--- src/rtl/io_mmio_pkg.sv ---
// Shared register offsets, decode region and status-word layout for the MMIO responder.
package io_mmio_pkg;

  localparam logic [7:0] IO_UART_CTRL = 8'h00;
  localparam logic [7:0] IO_UART_RX   = 8'h04;
  localparam logic [7:0] IO_UART_TX   = 8'h08;
  localparam logic [7:0] IO_CYCLE_CNT = 8'h10;
  localparam logic [7:0] IO_INST_CNT  = 8'h14;
  localparam logic [7:0] IO_CNT_RST   = 8'h18;

  localparam logic [3:0] IO_REGION_DEFAULT = 4'h8;

  localparam int TX_FREE_BIT  = 0;
  localparam int RX_VALID_BIT = 1;

endpackage

--- src/rtl/sync_fifo.sv ---
// Single-clock FIFO with first-word-fall-through head; push when full and pop when empty are ignored.
module sync_fifo #(
  parameter int WIDTH = 8,
  parameter int DEPTH = 8
) (
  input  logic             clk,
  input  logic             rst,
  input  logic             push,
  input  logic [WIDTH-1:0] push_data,
  input  logic             pop,
  output logic             full,
  output logic             empty,
  output logic [WIDTH-1:0] head
);

  localparam int AW = $clog2(DEPTH);
  localparam logic [AW:0] DEPTH_CNT = (AW + 1)'(DEPTH);

  logic [WIDTH-1:0] mem [DEPTH];
  logic [AW-1:0]    wr_ptr;
  logic [AW-1:0]    rd_ptr;
  logic [AW:0]      count;
  logic             do_push;
  logic             do_pop;

  assign full    = (count == DEPTH_CNT);
  assign empty   = (count == '0);
  assign do_push = push && !full;
  assign do_pop  = pop && !empty;
  assign head    = mem[rd_ptr];

  // Power-of-two depth lets the pointers wrap by plain overflow.
  always_ff @(posedge clk) begin
    if (rst) begin
      wr_ptr <= '0;
      rd_ptr <= '0;
      count  <= '0;
    end else begin
      if (do_push) wr_ptr <= wr_ptr + 1'b1;
      if (do_pop)  rd_ptr <= rd_ptr + 1'b1;
      case ({do_push, do_pop})
        2'b10:   count <= count + 1'b1;
        2'b01:   count <= count - 1'b1;
        default: count <= count;
      endcase
    end
  end

  always_ff @(posedge clk) begin
    if (do_push) mem[wr_ptr] <= push_data;
  end

endmodule

--- src/rtl/io_mmio_responder.sv ---
// MMIO target on the core data port: UART RX FIFO / TX holding register plus cycle and
// retired-instruction counters, with one-cycle registered read data like the block RAMs.
module io_mmio_responder
  import io_mmio_pkg::*;
#(
  parameter int          RX_FIFO_DEPTH = 8,
  parameter logic [3:0]  IO_REGION     = IO_REGION_DEFAULT
) (
  input  logic        clk,
  input  logic        rst,
  input  logic        req_en,
  input  logic [31:0] req_addr,
  input  logic [3:0]  req_we,
  input  logic [31:0] req_wdata,
  output logic [31:0] rdata,
  input  logic [7:0]  rx_data,
  input  logic        rx_valid,
  output logic        rx_ready,
  output logic [7:0]  tx_data,
  output logic        tx_valid,
  input  logic        tx_ready,
  input  logic        inst_retired
);

  logic        hit;
  logic        rd_hit;
  logic        wr_hit;
  logic [7:0]  offset;
  logic        fifo_full;
  logic        fifo_empty;
  logic [7:0]  fifo_head;
  logic        fifo_push;
  logic        fifo_pop;
  logic        cnt_clr;
  logic [31:0] cycle_cnt;
  logic [31:0] inst_cnt;
  logic [31:0] status;
  logic [31:0] rd_mux;
  logic        unused_bits;

  assign hit       = req_en && (req_addr[31:28] == IO_REGION);
  assign rd_hit    = hit && (req_we == 4'b0000);
  assign wr_hit    = hit && (req_we != 4'b0000);
  assign offset    = req_addr[7:0];
  assign rx_ready  = !fifo_full;
  assign fifo_push = rx_valid && rx_ready;
  assign fifo_pop  = rd_hit && (offset == IO_UART_RX) && !fifo_empty;
  assign cnt_clr   = wr_hit && (offset == IO_CNT_RST);

  assign unused_bits = ^{req_addr[27:8], req_wdata[31:8]};

  sync_fifo #(
    .WIDTH (8),
    .DEPTH (RX_FIFO_DEPTH)
  ) u_rx_fifo (
    .clk       (clk),
    .rst       (rst),
    .push      (fifo_push),
    .push_data (rx_data),
    .pop       (fifo_pop),
    .full      (fifo_full),
    .empty     (fifo_empty),
    .head      (fifo_head)
  );

  always_comb begin
    status               = '0;
    status[TX_FREE_BIT]  = !tx_valid;
    status[RX_VALID_BIT] = !fifo_empty;
  end

  // Everything here is pre-update state, so reads see the request-cycle values.
  always_comb begin
    rd_mux = '0;
    case (offset)
      IO_UART_CTRL: rd_mux = status;
      IO_UART_RX:   rd_mux = fifo_empty ? 32'h0 : {24'h0, fifo_head};
      IO_CYCLE_CNT: rd_mux = cycle_cnt;
      IO_INST_CNT:  rd_mux = inst_cnt;
      default:      rd_mux = '0;
    endcase
  end

  always_ff @(posedge clk) begin
    if (rst) begin
      rdata <= '0;
    end else if (rd_hit) begin
      rdata <= rd_mux;
    end
  end

  // A write landing while a byte is pending (even in its handshake cycle) is dropped.
  always_ff @(posedge clk) begin
    if (rst) begin
      tx_valid <= 1'b0;
      tx_data  <= '0;
    end else if (tx_valid) begin
      if (tx_ready) tx_valid <= 1'b0;
    end else if (wr_hit && (offset == IO_UART_TX) && req_we[0]) begin
      tx_data  <= req_wdata[7:0];
      tx_valid <= 1'b1;
    end
  end

  always_ff @(posedge clk) begin
    if (rst || cnt_clr) begin
      cycle_cnt <= '0;
      inst_cnt  <= '0;
    end else begin
      cycle_cnt <= cycle_cnt + 32'd1;
      inst_cnt  <= inst_cnt + {31'b0, inst_retired};
    end
  end

endmodule

--- config.mk ---
export PLATFORM = sky130hd
export DESIGN_NAME = io_mmio_responder
export DESIGN_NICKNAME = d
export VERILOG_FILES = /design/src/rtl/io_mmio_pkg.sv /design/src/rtl/sync_fifo.sv /design/src/rtl/io_mmio_responder.sv
export SDC_FILE = /design/constraint.sdc
export NUM_CORES = 1
export LEC_CHECK = 0
export BUFFER_PORTS_ARGS = -buffer_cell sky130_fd_sc_hd__buf_2
export CORE_MARGIN = 5
export CORE_UTILIZATION = 60
export CTS_CLUSTER_SIZE = 12
export DETAILED_ROUTE_END_ITERATION = 7
export PLACE_DENSITY = 0.85
export SETUP_SLACK_MARGIN = 0.1
export SYNTH_ARGS = -nofsm -noshare
export SYNTH_HDL_FRONTEND = slang
export SYNTH_SLANG_ARGS = --single-unit
--- constraint.sdc ---
create_clock -name clk -period 8.6 [get_ports clk]
set_clock_uncertainty 0.1 [all_clocks]
set_input_delay 0.86 -clock clk [delete_from_list [all_inputs] [get_ports clk]]
set_output_delay 0.86 -clock clk [all_outputs]
set_load 0.03 [all_outputs]
Word level (Yosys, flattened, before mapping)
Memories as Yosys holds them, arrays and structs flattened. A register that Yosys moved wholly into a read port is not among the register bits.
Cells that the tools add are included.
{ "word_totals": {"ff_bits": 115, "latchBits": 0, "mem_bits_rw": 64, "rom_bits": 0, "in_bits": 82, "out_inout_bits": 42, "wordCells": 56, "mem_count": 1} }
{ "classes": {"addsub": 6, "multipliers": 0, "div": 0, "order_cmp": 0, "eq_ne": 9, "n_shift": 0, "mux": 10, "bitwise": 1, "n_reduce_logical": 21} }
{ "mem_list": {"columns": ["name", "words", "word_bits", "rd", "rd_clocked_by_memory_dff", "write_ports", "line", "text"], "rows": [
  ["u_rx_fifo.mem", 8, 8, 1, 1, 1, "sync_fifo.sv:19", "logic [WIDTH-1:0] mem [DEPTH];"]
]} }
{ "op_table": {"columns": ["op", "count"], "rows": [
  ["32-bit case mux with 4 select lines", 1],
  ["32-bit by 1-bit adder with 32-bit output", 1],
  ["32-bit by 1-bit adder with 32-bit output, second input constant", 1],
  ["8-bit by 5-bit == test with 1-bit output, second input constant", 3],
  ["1-bit logical AND", 11],
  ["4-bit == test, second input constant", 2],
  ["8-bit by 3-bit == test with 1-bit output, second input constant", 1],
  ["8-bit by 4-bit == test with 1-bit output, second input constant", 1],
  ["4-bit logical NOT", 2],
  ["8-bit logical NOT", 1],
  ["8-bit two-way mux", 1],
  ["4-bit case mux with 2 select lines", 1],
  ["3-bit by 1-bit adder with 3-bit output, second input constant", 2],
  ["3-bit two-way mux", 2],
  ["1-bit two-way mux", 5],
  ["4-bit by 1-bit adder with 4-bit output, second input constant", 1],
  ["4-bit nonzero test", 1],
  ["4-bit by 1-bit subtractor with 4-bit output, second input constant", 1],
  ["1-bit logical NOT", 3],
  ["2-bit by 1-bit == test with 1-bit output, second input constant", 1],
  ["2-bit == test, second input constant", 1],
  ["2-bit AND reduction", 1],
  ["2-bit nonzero test", 1],
  ["1-bit logical OR", 1],
  ["1-bit inverter", 1]
]} }

Depth between registers and ports, before layout
Gate-level depths: netlist of run 1.
{ "depth": {"word_depth": 8, "depth_mapped": 12, "mapped_depth_nobuf": 10} }

Hierarchy
A second synthesis of run 1 with hierarchy kept.
{ "unflattened": {"hier_cells": 746, "hier_area_um2": 8067.7} }
{ "modules_own_cells": {"columns": ["module", "n_inst", "cells_each", "area_each_um2", "seq_area_each_um2"], "rows": [
  ["io_mmio_responder", 1, 579, 4917.2, 2102.0],
  ["sync_fifo", 1, 167, 3150.5, 2182.1]
]} }

Worst setup path after synthesis of run 1
Ideal clock, no wire load.
{ "synth_timing": {"kind": "input-to-reg", "start": "in req_addr[5]", "end": "reg u_rx_fifo.count[2]", "setup_time_ns": 0.070, "arrival_ns": 3.227, "required_time_ns": 8.430, "slack_ns": 5.203, "stages": 11, "path_buffers": 1, "cell_sequence": "or4_4 nor4_4 and2_1 buf_4 ha_1 xor2_1 ha_1 a21oi_1 xor2_1 or3_1 a21oi_1"} }
{ "synth_via": {"elab_chain_cells": 6, "word_cells_on_any_way": 8, "cone_classes": "eq/ne (3); mux (1); reduce/logical (4)"} }
{ "synth_lines": {"columns": ["element", "line", "text"], "rows": [
  ["from (decl)", "io_mmio_responder.sv:12", "input logic [31:0] req_addr,"],
  ["8-bit by 3-bit == test with 1-bit output (*)", "io_mmio_responder.sv:47", "assign fifo_pop = rd_hit && (offset == IO_UART_RX) && !fifo_empty;"],
  ["1-bit logical AND (*) (2 in a row)", "io_mmio_responder.sv:47", null],
  ["1-bit logical AND (*)", "sync_fifo.sv:29", "assign do_pop = pop && !empty;"],
  ["named net u_rx_fifo.do_pop", "sync_fifo.sv:24", "logic do_pop;"],
  ["2-bit by 1-bit == test with 1-bit output / 2-bit == test (equally long branches)", "sync_fifo.sv:41", "case ({do_push, do_pop})"],
  ["4-bit case mux with 2 select lines / 2-bit nonzero test (equally long branches)", null, null],
  ["to (signal assigned)", "sync_fifo.sv:42", "2'b10: count <= count + 1'b1;"],
  ["to (signal assigned)", "sync_fifo.sv:43", "2'b01: count <= count - 1'b1;"],
  ["to (signal assigned)", "sync_fifo.sv:44", "default: count <= count;"],
  ["to (decl)", "sync_fifo.sv:22", "logic [AW:0] count;"]
]} }
Mark *: on every way through the listed nets, which the timed path passes. The rest lies on a longest branch.
A chain may end at the register's enable or synchronous reset.

Worst setup path in the final report of run 1
{ "layout_timing": {"start": "in req_addr[2]", "end": "reg u_rx_fifo.count[2]"} }
{ "layout_via": {"elab_chain_cells": 6, "word_cells_on_any_way": 8, "cone_classes": "eq/ne (3); mux (1); reduce/logical (4)"} }
{ "layout_lines": {"columns": ["element", "line"], "rows": [
  ["8-bit by 3-bit == test with 1-bit output (*)", "io_mmio_responder.sv:47"],
  ["1-bit logical AND (*) (2 in a row)", "io_mmio_responder.sv:47"],
  ["1-bit logical AND (*)", "sync_fifo.sv:29"],
  ["2-bit by 1-bit == test with 1-bit output / 2-bit == test (equally long branches)", "sync_fifo.sv:41"],
  ["4-bit case mux with 2 select lines / 2-bit nonzero test (equally long branches)", null]
]} }
Mark *: on every way between the ends. The rest lies on a longest branch, timed or not.

==> results of run 1 <==
[worst max path at each step]
stage / endpoint / slack [ps] / depth (start not counted)
4_1_cts: u_rx_fifo.count[2]$_SDFFE_PP0P_ / 4920 / 11
5_1_grt: u_rx_fifo.count[2]$_SDFFE_PP0P_ / 4700 / 11
2_1_floorplan: u_rx_fifo.count[2]$_SDFFE_PP0P_ / 5200 / 11
3_5_place_dp: u_rx_fifo.count[2]$_SDFFE_PP0P_ / 4480 / 11
3_3_place_gp: u_rx_fifo.count[2]$_SDFFE_PP0P_ / 4660 / 11
6_report: u_rx_fifo.count[2]$_SDFFE_PP0P_ / 4870 / 11
[through the flow]
| step | hold WS [ps] | instance area, sq um | setup slack, ps |
|---|---|---|---|
| finish | 395 | 8850 | 4870 |
| global route | 432 | 8850 | 4700 |
| CTS | 398 | 8850 | 4920 |
| detailed placement | 376 | 8260 | 4480 |
| global placement | 360 | 8260 | 4660 |
| floorplan | 350 | 7760 | 5200 |
[kinds of logic (layout without fill, tap and decap cells)]
family / count (synthesis) / count (layout)
AND/OR/NAND/NOR: 271 / 271
flip-flops: 182 / 182
AO/OA/AOI/OAI: 75 / 75
XOR/XNOR: 61 / 61
multiplexers: 55 / 55
buffers and inverters: 47 / 128
adder cells (fa/ha/maj): 8 / 8
[routing by layer]
| metal | global-route usage, % | up-vias |
|---|---|---|
| li1 | - | 2661 |
| met1 | 27.2 | 2795 |
| met2 | 43.8 | 189 |
| met3 | 5.54 | 44 |
| met4 | 11.3 | 0 |
| met5 | 0 | - |
[cells in the final DEF (no fill, tap or decap), types with 2 or more instances in the layout]
cell type / count
dfxtp_1: 118
nor2_1: 114
buf_2: 79
edfxtp_1: 64
xor2_1: 37
nand2_1: 34
mux2_2: 29
nand3_1: 28
xnor2_1: 24
nand4_1: 24
a22oi_1: 24
a21oi_1: 20
o21ai_0: 17
clkbuf_16: 17
mux4_2: 15
inv_1: 13
and3_1: 12
nor3_1: 12
mux2i_1: 11
ha_1: 8
a221oi_1: 7
or3_1: 6
nor4_1: 6
nor4_2: 5
inv_8: 5
and4_1: 4
inv_6: 4
buf_4: 4
nand2b_1: 3
and2_1: 3
or4_4: 3
nor3_2: 3
a31oi_1: 2
nor2b_1: 2
or2_2: 2
nor4b_1: 2
clkinv_4: 2
clkinvlp_4: 2
[sequential cells by signal (all words and copies together) (netlist names), named ones only]
| signal | count |
|---|---|
| cycle_cnt | 32 |
| inst_cnt | 32 |
| u_rx_fifo.rd_ptr | 3 |
| u_rx_fifo.wr_ptr | 3 |
| rdata | 32 |
| tx_data | 8 |
| u_rx_fifo.count | 4 |
| u_rx_fifo.mem | 64 |
| tx_valid | 1 |
[where the power goes]
group          internal (W)  total (W)  switching [W]
combinational     0.0000213  0.0000567      0.0000354
sequential         0.000899   0.000907     0.00000739
clock              0.000421   0.000779       0.000358
total               0.00134    0.00174       0.000400
[layout make-up]
type | instances | area share, %
clock buffers | 18 | 4.96
clock inverters | 14 | 1.74
inverters | 13 | 0.551
multi-input cells | 470 | 37.1
flip-flops and latches | 182 | 48.4
well taps | 172 | 2.43
repair buffers | 83 | 4.80
[critical path: cells and delay by family]
family | cells | cell delay [ps]
compound gates | 2 | 200
fa+ha+maj | 2 | 470
buf+inv | 2 | 790
simple gates | 3 | 1290
xor+xnor | 2 | 350
==> impl_metrics.json, run 1 <==
{
  "outcome": "completed",
  "crit_start": "req_addr[2]",
  "gr-usage-all-layers_pct": 24.3,
  "period_share_pct": 43.4,
  "die_w_microns": 124,
  "min_to": "inst_cnt[31]$_SDFF_PP0_",
  "regArea_sq_um": 4280,
  "final_cell_count_no_fill": 952,
  "seq_area_frac_synth_pct": 55.2,
  "synthArstFlopShare_pct": 0,
  "max_freq_mhz": 268,
  "drt_iter0_markers": 419,
  "dpl.hpwl_microns": 12000,
  "worstHoldStart": "inst_cnt[31]$_SDFF_PP0_",
  "met3WireLength_microns": 912,
  "peakVddDrop_v": 0.000157,
  "route.met2.wl_microns": 9590,
  "worstMarginPinSlew_ps": 1140,
  "postCtsHoldBufs": 0,
  "syn_inst": 699,
  "grt_pass1_vias": 5866,
  "report.final.slew_viol_count": 0,
  "layout_min_cycle_time_ps": 3730,
  "clk_latency_ps": 430,
  "yosys.area.top_type": "dfxtp_1",
  "synth_top_family_by_area": "simple AND/OR/NAND/NOR gates",
  "port_buffers": 79,
  "synth.area.top_cells": "dfxtp_1 (30%), edfxtp_1 (25%), nor2_1 (5.5%)",
  "met1_length_microns": 6720,
  "slowest_delay_ps": 630,
  "synth-adder-area-share_pct": 1.29,
  "maxCapViolations": 0,
  "io_pins": 124,
  "muxShareOfSynthArea_pct": 9.98,
  "min_path_cells": 2,
  "gp_congestion": 0.850,
  "wl_per_cell_microns": 18.6,
  "cts_root_buf": "clkbuf_16",
  "rsz0062_at_grt": "no",
  "antenna_cells": 0,
  "finalSetupTns_ps": 0,
  "r2r_end": "u_rx_fifo.count[2]$_SDFFE_PP0P_",
  "synthXorXnorAreaFrac_pct": 6.88,
  "route.detailed.drc": 0,
  "crit_fanout": 31,
  "cts_num_sinks": 182,
  "viasPerCell": 5.98,
  "ys_ff_latch": 182,
  "drtPass1Iterations": 6,
  "synth_common_cells": "dfxtp_1 (118), nor2_1 (114), edfxtp_1 (64)",
  "synth_edf_count": 64,
  "rr_startpoint": "u_rx_fifo.count[1]$_SDFFE_PP0P_",
  "critPathSlowestCell": "nor4_4",
  "synth_nets": 789,
  "rrSetupSlack_ps": 5480,
  "num_vias": 5689,
  "cts_setup_buffers": 0,
  "syn_area_sq_um": 7760,
  "htree_num_levels": 4,
  "nFillCells": 873,
  "top_layer": "met4",
  "crit_chain": "buf_2, inv_1, nor4_4, and2_1, ha_1, xor2_1, ha_1, a21oi_1, xor2_1, or3_1, a21oi_1",
  "power_density_nw_per_um2": 197,
  "p_leak_nw": 3.20,
  "final_nets": 857,
  "cts_tree": "done",
  "p_total_w": 0.00174,
  "rows": 41,
  "slew_headroom_pct": 23.9,
  "startpoint_type": "primary input",
  "synth.distinct_cells": 47,
  "ant_nets": 0,
  "die_area_sq_um": 15300,
  "die_h_microns": 124,
  "synthSimpleGateAreaFrac_pct": 17.8,
  "synthFlopType": "dfxtp_1",
  "multiInputGateArea_sq_um": 3290,
  "synthDominantCellAreaShare_pct": 30.4,
  "clkTransAtPathRegs_ps": 70,
  "cp-end-kind": "flip-flop",
  "synth-compound-area-share_pct": 6.33,
  "final-setup-viol-count": 0,
  "grt_overflow": 0,
  "grt_pass1_wl_microns": 28600,
  "crit_required_ps": 8850,
  "drt-total-wl_microns": 17700,
  "avgSynthCellArea_sq_um": 11.1,
  "hold_class": "flip-flop to flip-flop",
  "grt_max_degree": 65,
  "cts_resized": 0,
  "cts_buffer_depth": 2,
  "synth_most_common_cell": "dfxtp_1",
  "hold_viol": 0,
  "core_area_sq_um": 12700,
  "area_delta_synth_final_pct": 14.1,
  "crit_arrival_ps": 3980,
  "ys.warnings.count": 0,
  "crit_type": "primary input to flip-flop",
  "ff2ff_path_depth": 10,
  "dp.cells": 920,
  "initial_core_util_pct": 61.3,
  "numCtsBuffers": 17,
  "fin_util_pct": 69.9,
  "drive_gt1_share_pct": 22.7,
  "antenna_found_initial": 0
}
(Power assumes the default switching activity.)
==> run 2: changes to the inputs <==
CORE_UTILIZATION = 51   (was 60)
PLACE_DENSITY = 0.77   (was 0.85)
clock period = 3.25 ns   (was 8.6 ns; I/O delays follow)
==> impl_metrics.json, run 2 (synthesized netlist as in run 1, its figures left out) <==
{
  "swShare_pct": 22.9,
  "die_area_sq_um": 17800,
  "grt_pass1_wl_microns": 26800,
  "wl_per_cell_microns": 16.9,
  "maxCapViolations": 0,
  "ant_nets": 0,
  "cts_num_sinks": 182,
  "final_common_cell": "dfxtp_1",
  "hold_viol": 0,
  "crit_type": "flip-flop to flip-flop",
  "rows": 45,
  "grt_max_degree": 65,
  "crit_fanout": 7,
  "p_clk_share_pct": 42.8,
  "area_delta_synth_final_pct": 15.3,
  "drtPass1Iterations": 5,
  "die_w_microns": 133,
  "dp.cells": 951,
  "gp_congestion": 0.795,
  "drive_gt1_share_pct": 23.9,
  "cts_setup_buffers": 0,
  "cts_root_buf": "clkbuf_16",
  "finalSetupTns_ps": 0,
  "postCtsHoldBufs": 0,
  "antenna_cells": 0,
  "cts_buffer_depth": 2,
  "p_seq_share_pct": 53.8,
  "layout_min_cycle_time_ps": 2630,
  "initial_core_util_pct": 51.4,
  "htree_num_levels": 4,
  "die_h_microns": 133,
  "drt-total-wl_microns": 16600,
  "grt_overflow": 0,
  "power_density_nw_per_um2": 499,
  "p_comb_share_pct": 3.5,
  "antenna_found_initial": 0,
  "report.final.slew_viol_count": 0,
  "clkTransAtPathRegs_ps": 70,
  "io_pins": 124,
  "hold_ws_ps": 23.3,
  "final-setup-viol-count": 0,
  "switchingPower_w": 0.00102,
  "drt_iter0_markers": 354,
  "core_area_sq_um": 15100,
  "cts_resized": 0,
  "gr-usage-all-layers_pct": 19.0,
  "outcome": "completed",
  "worstMarginPinSlew_ps": 892,
  "largest-register": "u_rx_fifo.mem",
  "crit_arrival_ps": 2890,
  "slew_headroom_pct": 40.3,
  "viasPerCell": 5.62,
  "largest_reg_flops": 64,
  "route.detailed.drc": 0,
  "fin_util_pct": 59.3,
  "numCtsBuffers": 17,
  "max_freq_mhz": 380,
  "p_int_w": 0.00344,
  "grt_pass1_vias": 5332,
  "cts_tree": "done",
  "startpoint_type": "flip-flop",
  "final_cell_mix": "dfxtp_1 (118), nor2_1 (114), buf_2 (79)",
  "p_leak_nw": 3.25,
  "hold_class": "primary input to flip-flop",
  "period_share_pct": 80.9,
  "final_cell_count_no_fill": 983,
  "port_buffers": 79,
  "rsz0062_at_grt": "no",
  "dpl.hpwl_microns": 11300,
  "peakVddDrop_v": 0.000468,
  "cp-end-kind": "flip-flop",
  "clk_latency_ps": 430,
  "crit_required_ps": 3510,
  "final_nets": 872,
  "num_vias": 5521
}
run 2: cell types whose count changed in the layout (fill, tap and decap cells not counted), moves of 2 or more:
cell        previous run  this run
buf_4                  4        18
clkbuf_1               0         2
clkinvlp_4             2         4
inv_8                  5         3
run 2: critical path, cell delays in order (launching register included):
cell	delay (ps)
dfxtp_1	380
nor4_1	300
buf_4	180
nor4_4	40
and2_1	240
ha_1	290
xor2_1	160
ha_1	180
a21oi_1	140
xor2_1	90
or3_1	300
a21oi_1	140
run 2: final cells by class:
cell class	count	area (sq um)
fill	1280	6140
clock inverter	13	113
timing repair buffer	98	551
clock buffer	19	433
tap	188	235
multi-input combinational	470	3290
inverter	13	48.8
sequential	182	4280
run 2: path summary, 6_finish.rpt:
path                                                       from                               to  slack, ps  cells past startpoint
worst max register to register  u_rx_fifo.count[1]$_SDFFE_PP0P_  u_rx_fifo.count[2]$_SDFFE_PP0P_        620                     11
worst max-delay path            u_rx_fifo.count[1]$_SDFFE_PP0P_  u_rx_fifo.count[2]$_SDFFE_PP0P_        620                     11
worst min-delay path                               req_wdata[1]          tx_data[1]$_SDFFE_PP0P_         20                      3
worst min register to register          inst_cnt[30]$_SDFF_PP0_          inst_cnt[30]$_SDFF_PP0_        380                      2
run 2: layer usage:
metal / routed length [microns] / global-route usage, % / up-vias / part of all wire (%)
met2: 8530 / 32.8 / 119 / 51
met3: 706 / 4.83 / 30 / 4.3
met1: 7000 / 23.1 / 2682 / 42
met5: 0 / 0 / - / 0
met4: 365 / 6.57 / 0 / 2.2
li1: - / - / 2690 / -
run 2: power groups by stage:
stage | logic (W) | clock network [W] | registers [W]
2_1_floorplan | 0.0000923 | 0 | 0.00244
3_5_place_dp | 0.000156 | 0 | 0.00245
6_report | 0.000155 | 0.00191 | 0.00240
5_1_grt | 0.000171 | 0.00206 | 0.00240
3_3_place_gp | 0.000152 | 0 | 0.00245
4_1_cts | 0.000156 | 0.00195 | 0.00240
run 2: metrics by stage:
step	setup slack (ps)	power, W	area, sq um
3_5_place_dp	252	0.00261	8410
6_report	619	0.00446	8950
3_3_place_gp	291	0.00260	8410
2_1_floorplan	388	0.00254	7760
4_1_cts	611	0.00450	8950
5_1_grt	454	0.00463	8950
==> run 3: changes to the inputs <==
ABC_AREA = 1   (was default)
CORE_UTILIZATION = 52   (was 51)
clock period = 2.4 ns   (was 3.25 ns; I/O delays follow)
==> impl_metrics.json, run 3 <==
{
  "worstMarginPinSlew_ps": 551,
  "crit_chain": "nor2_1, nand3_1, nand2_1, nor2_2, ha_1, xor2_1, ha_1, a21oi_1, xnor2_1, o21ai_0, inv_1",
  "critPathSlowestCell": "dfxtp_1",
  "crit_buf_inv": 1,
  "cts_root_buf": "clkbuf_16",
  "outcome": "completed",
  "synth_top_family_by_area": "simple AND/OR/NAND/NOR gates",
  "cp_common_cell": "ha_1",
  "viasPerCell": 5.22,
  "synthXorXnorAreaFrac_pct": 1.72,
  "finalSetupTns_ps": 0,
  "grt_pass1_vias": 7111,
  "grt_pass1_wl_microns": 35600,
  "drtPass1Iterations": 5,
  "rows": 47,
  "syn_area_sq_um": 8670,
  "hold_class": "primary input to flip-flop",
  "avgSynthCellArea_sq_um": 7.65,
  "crit_arrival_ps": 2330,
  "synthSimpleGateAreaFrac_pct": 29.3,
  "die_w_microns": 139,
  "ys.warnings.count": 0,
  "ys_ff_latch": 182,
  "synth_common_cells": "nand2_1 (227), nor2_1 (222), inv_1 (130)",
  "wl_per_cell_microns": 14.8,
  "synthFlopType": "dfxtp_1",
  "max_freq_mhz": 476,
  "io_pins": 124,
  "muxShareOfSynthArea_pct": 0,
  "crit_type": "flip-flop to flip-flop",
  "cts_tree": "done",
  "core_area_sq_um": 16500,
  "area_delta_synth_final_pct": 16.3,
  "dpl.hpwl_microns": 15800,
  "worst_slack_ps": 298,
  "final_cell_mix": "nand2_1 (227), nor2_1 (222), inv_1 (130)",
  "port_buffers": 79,
  "hold_viol": 0,
  "power_density_nw_per_um2": 620,
  "startpoint_type": "flip-flop",
  "seq_area_frac_synth_pct": 49.4,
  "cp-end-kind": "flip-flop",
  "crit_required_ps": 2630,
  "gr-usage-all-layers_pct": 22.7,
  "yosys.area.top_type": "dfxtp_1",
  "clkTransAtPathRegs_ps": 70,
  "drt-total-wl_microns": 21800,
  "p_total_w": 0.00625,
  "drive_gt1_share_pct": 13.5,
  "synth.distinct_cells": 36,
  "peakVddDrop_v": 0.000503,
  "rsz0062_at_grt": "no",
  "num_vias": 7679,
  "gp_congestion": 0.938,
  "synth_nets": 1223,
  "synth-compound-area-share_pct": 10.4,
  "ant_nets": 0,
  "grt_overflow": 0,
  "slowest_delay_ps": 420,
  "final_nets": 1328,
  "synth_most_common_cell": "nand2_1",
  "path_delay_family": "simple AND/OR/NAND/NOR gates",
  "synthArstFlopShare_pct": 0,
  "largest-register": "u_rx_fifo.mem",
  "final_common_cell": "nand2_1",
  "cts_num_sinks": 182,
  "syn_inst": 1133,
  "layout_min_cycle_time_ps": 2100,
  "synth-adder-area-share_pct": 1.15,
  "slew_headroom_pct": 63.2,
  "route.detailed.drc": 0,
  "numCtsBuffers": 17,
  "synthDominantCellAreaShare_pct": 27.3,
  "synth_edf_count": 64,
  "antenna_cells": 0,
  "maxCapViolations": 0,
  "crit_fanout": 5,
  "clk_latency_ps": 430,
  "report.final.slew_viol_count": 0,
  "die_area_sq_um": 19300,
  "htree_num_levels": 4,
  "largest_reg_flops": 64,
  "pre_cts_slack_ps": 180,
  "initial_core_util_pct": 52.6,
  "drt_iter0_markers": 645,
  "die_h_microns": 139,
  "synth.area.top_cells": "dfxtp_1 (27%), edfxtp_1 (22%), nand2_1 (9.8%)",
  "cts_resized": 0,
  "final-setup-viol-count": 0,
  "cts_buffer_depth": 2,
  "antenna_found_initial": 0,
  "period_share_pct": 87.6,
  "p_leak_nw": 3.74,
  "grt_max_degree": 41
}
==> run 3: cell count changes in the layout (fill, tap and decap cells not counted), sizes merged, moves of 15 or more <==
cell / delta
a21oi: +59
a22oi: -24
dlygate4sd3: +17
inv: +123
mux2: -29
mux4: -15
nand2: +199
nand3: +49
nor2: +121
o21ai: +59
xnor2: -22
xor2: -22
==> run 3: timing repair <==
action	in CTS	in global routing
hold endpoints to repair	70	0
hold buffers	17	0
buffers inserted	0	0
==> run 3: cell families after synthesis <==
logic type               after synthesis
AND/OR/NAND/NOR                      588
adder cells (fa/ha/maj)                8
XOR/XNOR                              17
buffers and inverters                167
flip-flops                           182
AO/OA/AOI/OAI                        171
==> run 3: final cells by class <==
type,count,area [sq um]
Clock buffer,17,425
Inverter,134,503
Fill cell,1487,6390
Multi-Input combinational cell,784,3690
Tap cell,220,275
Clock inverter,15,165
Timing Repair Buffer,119,738
Sequential cell,182,4280
==> run 3: routing by layer <==
layer,up-vias,part of all wire (%),global-route usage [%]
met2,257,48,37.6
li1,3876,-,-
met4,0,2.4,7.93
met5,-,0,0
met3,39,6.1,4.45
met1,3507,43,30.0
==> run 3: report_power, final <==
part,switching (W),internal (W)
clock,0.00135,0.00140
combinational,0.000155,0.0000936
sequential,0.0000236,0.00323
==> run 3: worst paths after layout <==
check / start / endpoint / slack [ps] / depth (start not counted)
setup / recovery: u_rx_fifo.count[0]$_SDFFE_PP0P_ / u_rx_fifo.count[2]$_SDFFE_PP0P_ / 300 / 11
hold / removal: inst_retired / inst_cnt[0]$_SDFF_PP0_ / 90 / 4
setup reg to reg: u_rx_fifo.count[0]$_SDFFE_PP0P_ / u_rx_fifo.count[2]$_SDFFE_PP0P_ / 300 / 11
hold reg to reg: inst_cnt[31]$_SDFF_PP0_ / inst_cnt[31]$_SDFF_PP0_ / 360 / 2
==> run 3: per-stage QoR <==
| step | hold WS, ps | utilization, % | cell area, sq um | cells |
|---|---|---|---|---|
| 6_report | 88.3 | 61.2 | 10100 | 1471 |
| 5_1_grt | 152 | 61.2 | 10100 | 1471 |
| 4_1_cts | 73.5 | 61.2 | 10100 | 1471 |
| 3_5_place_dp | 352 | 56.6 | 9320 | 1422 |
| 3_3_place_gp | 345 | 56.6 | 9320 | 1422 |
| 2_1_floorplan | 239 | - | 8670 | 1133 |
==> run 3: tightest hold or removal path: cells and delay by family <==
kind	cells	cell delay (ps)
buffers and inverters	2	130
adder cells (fa/ha/maj)	1	130
AND/OR/NAND/NOR	1	80
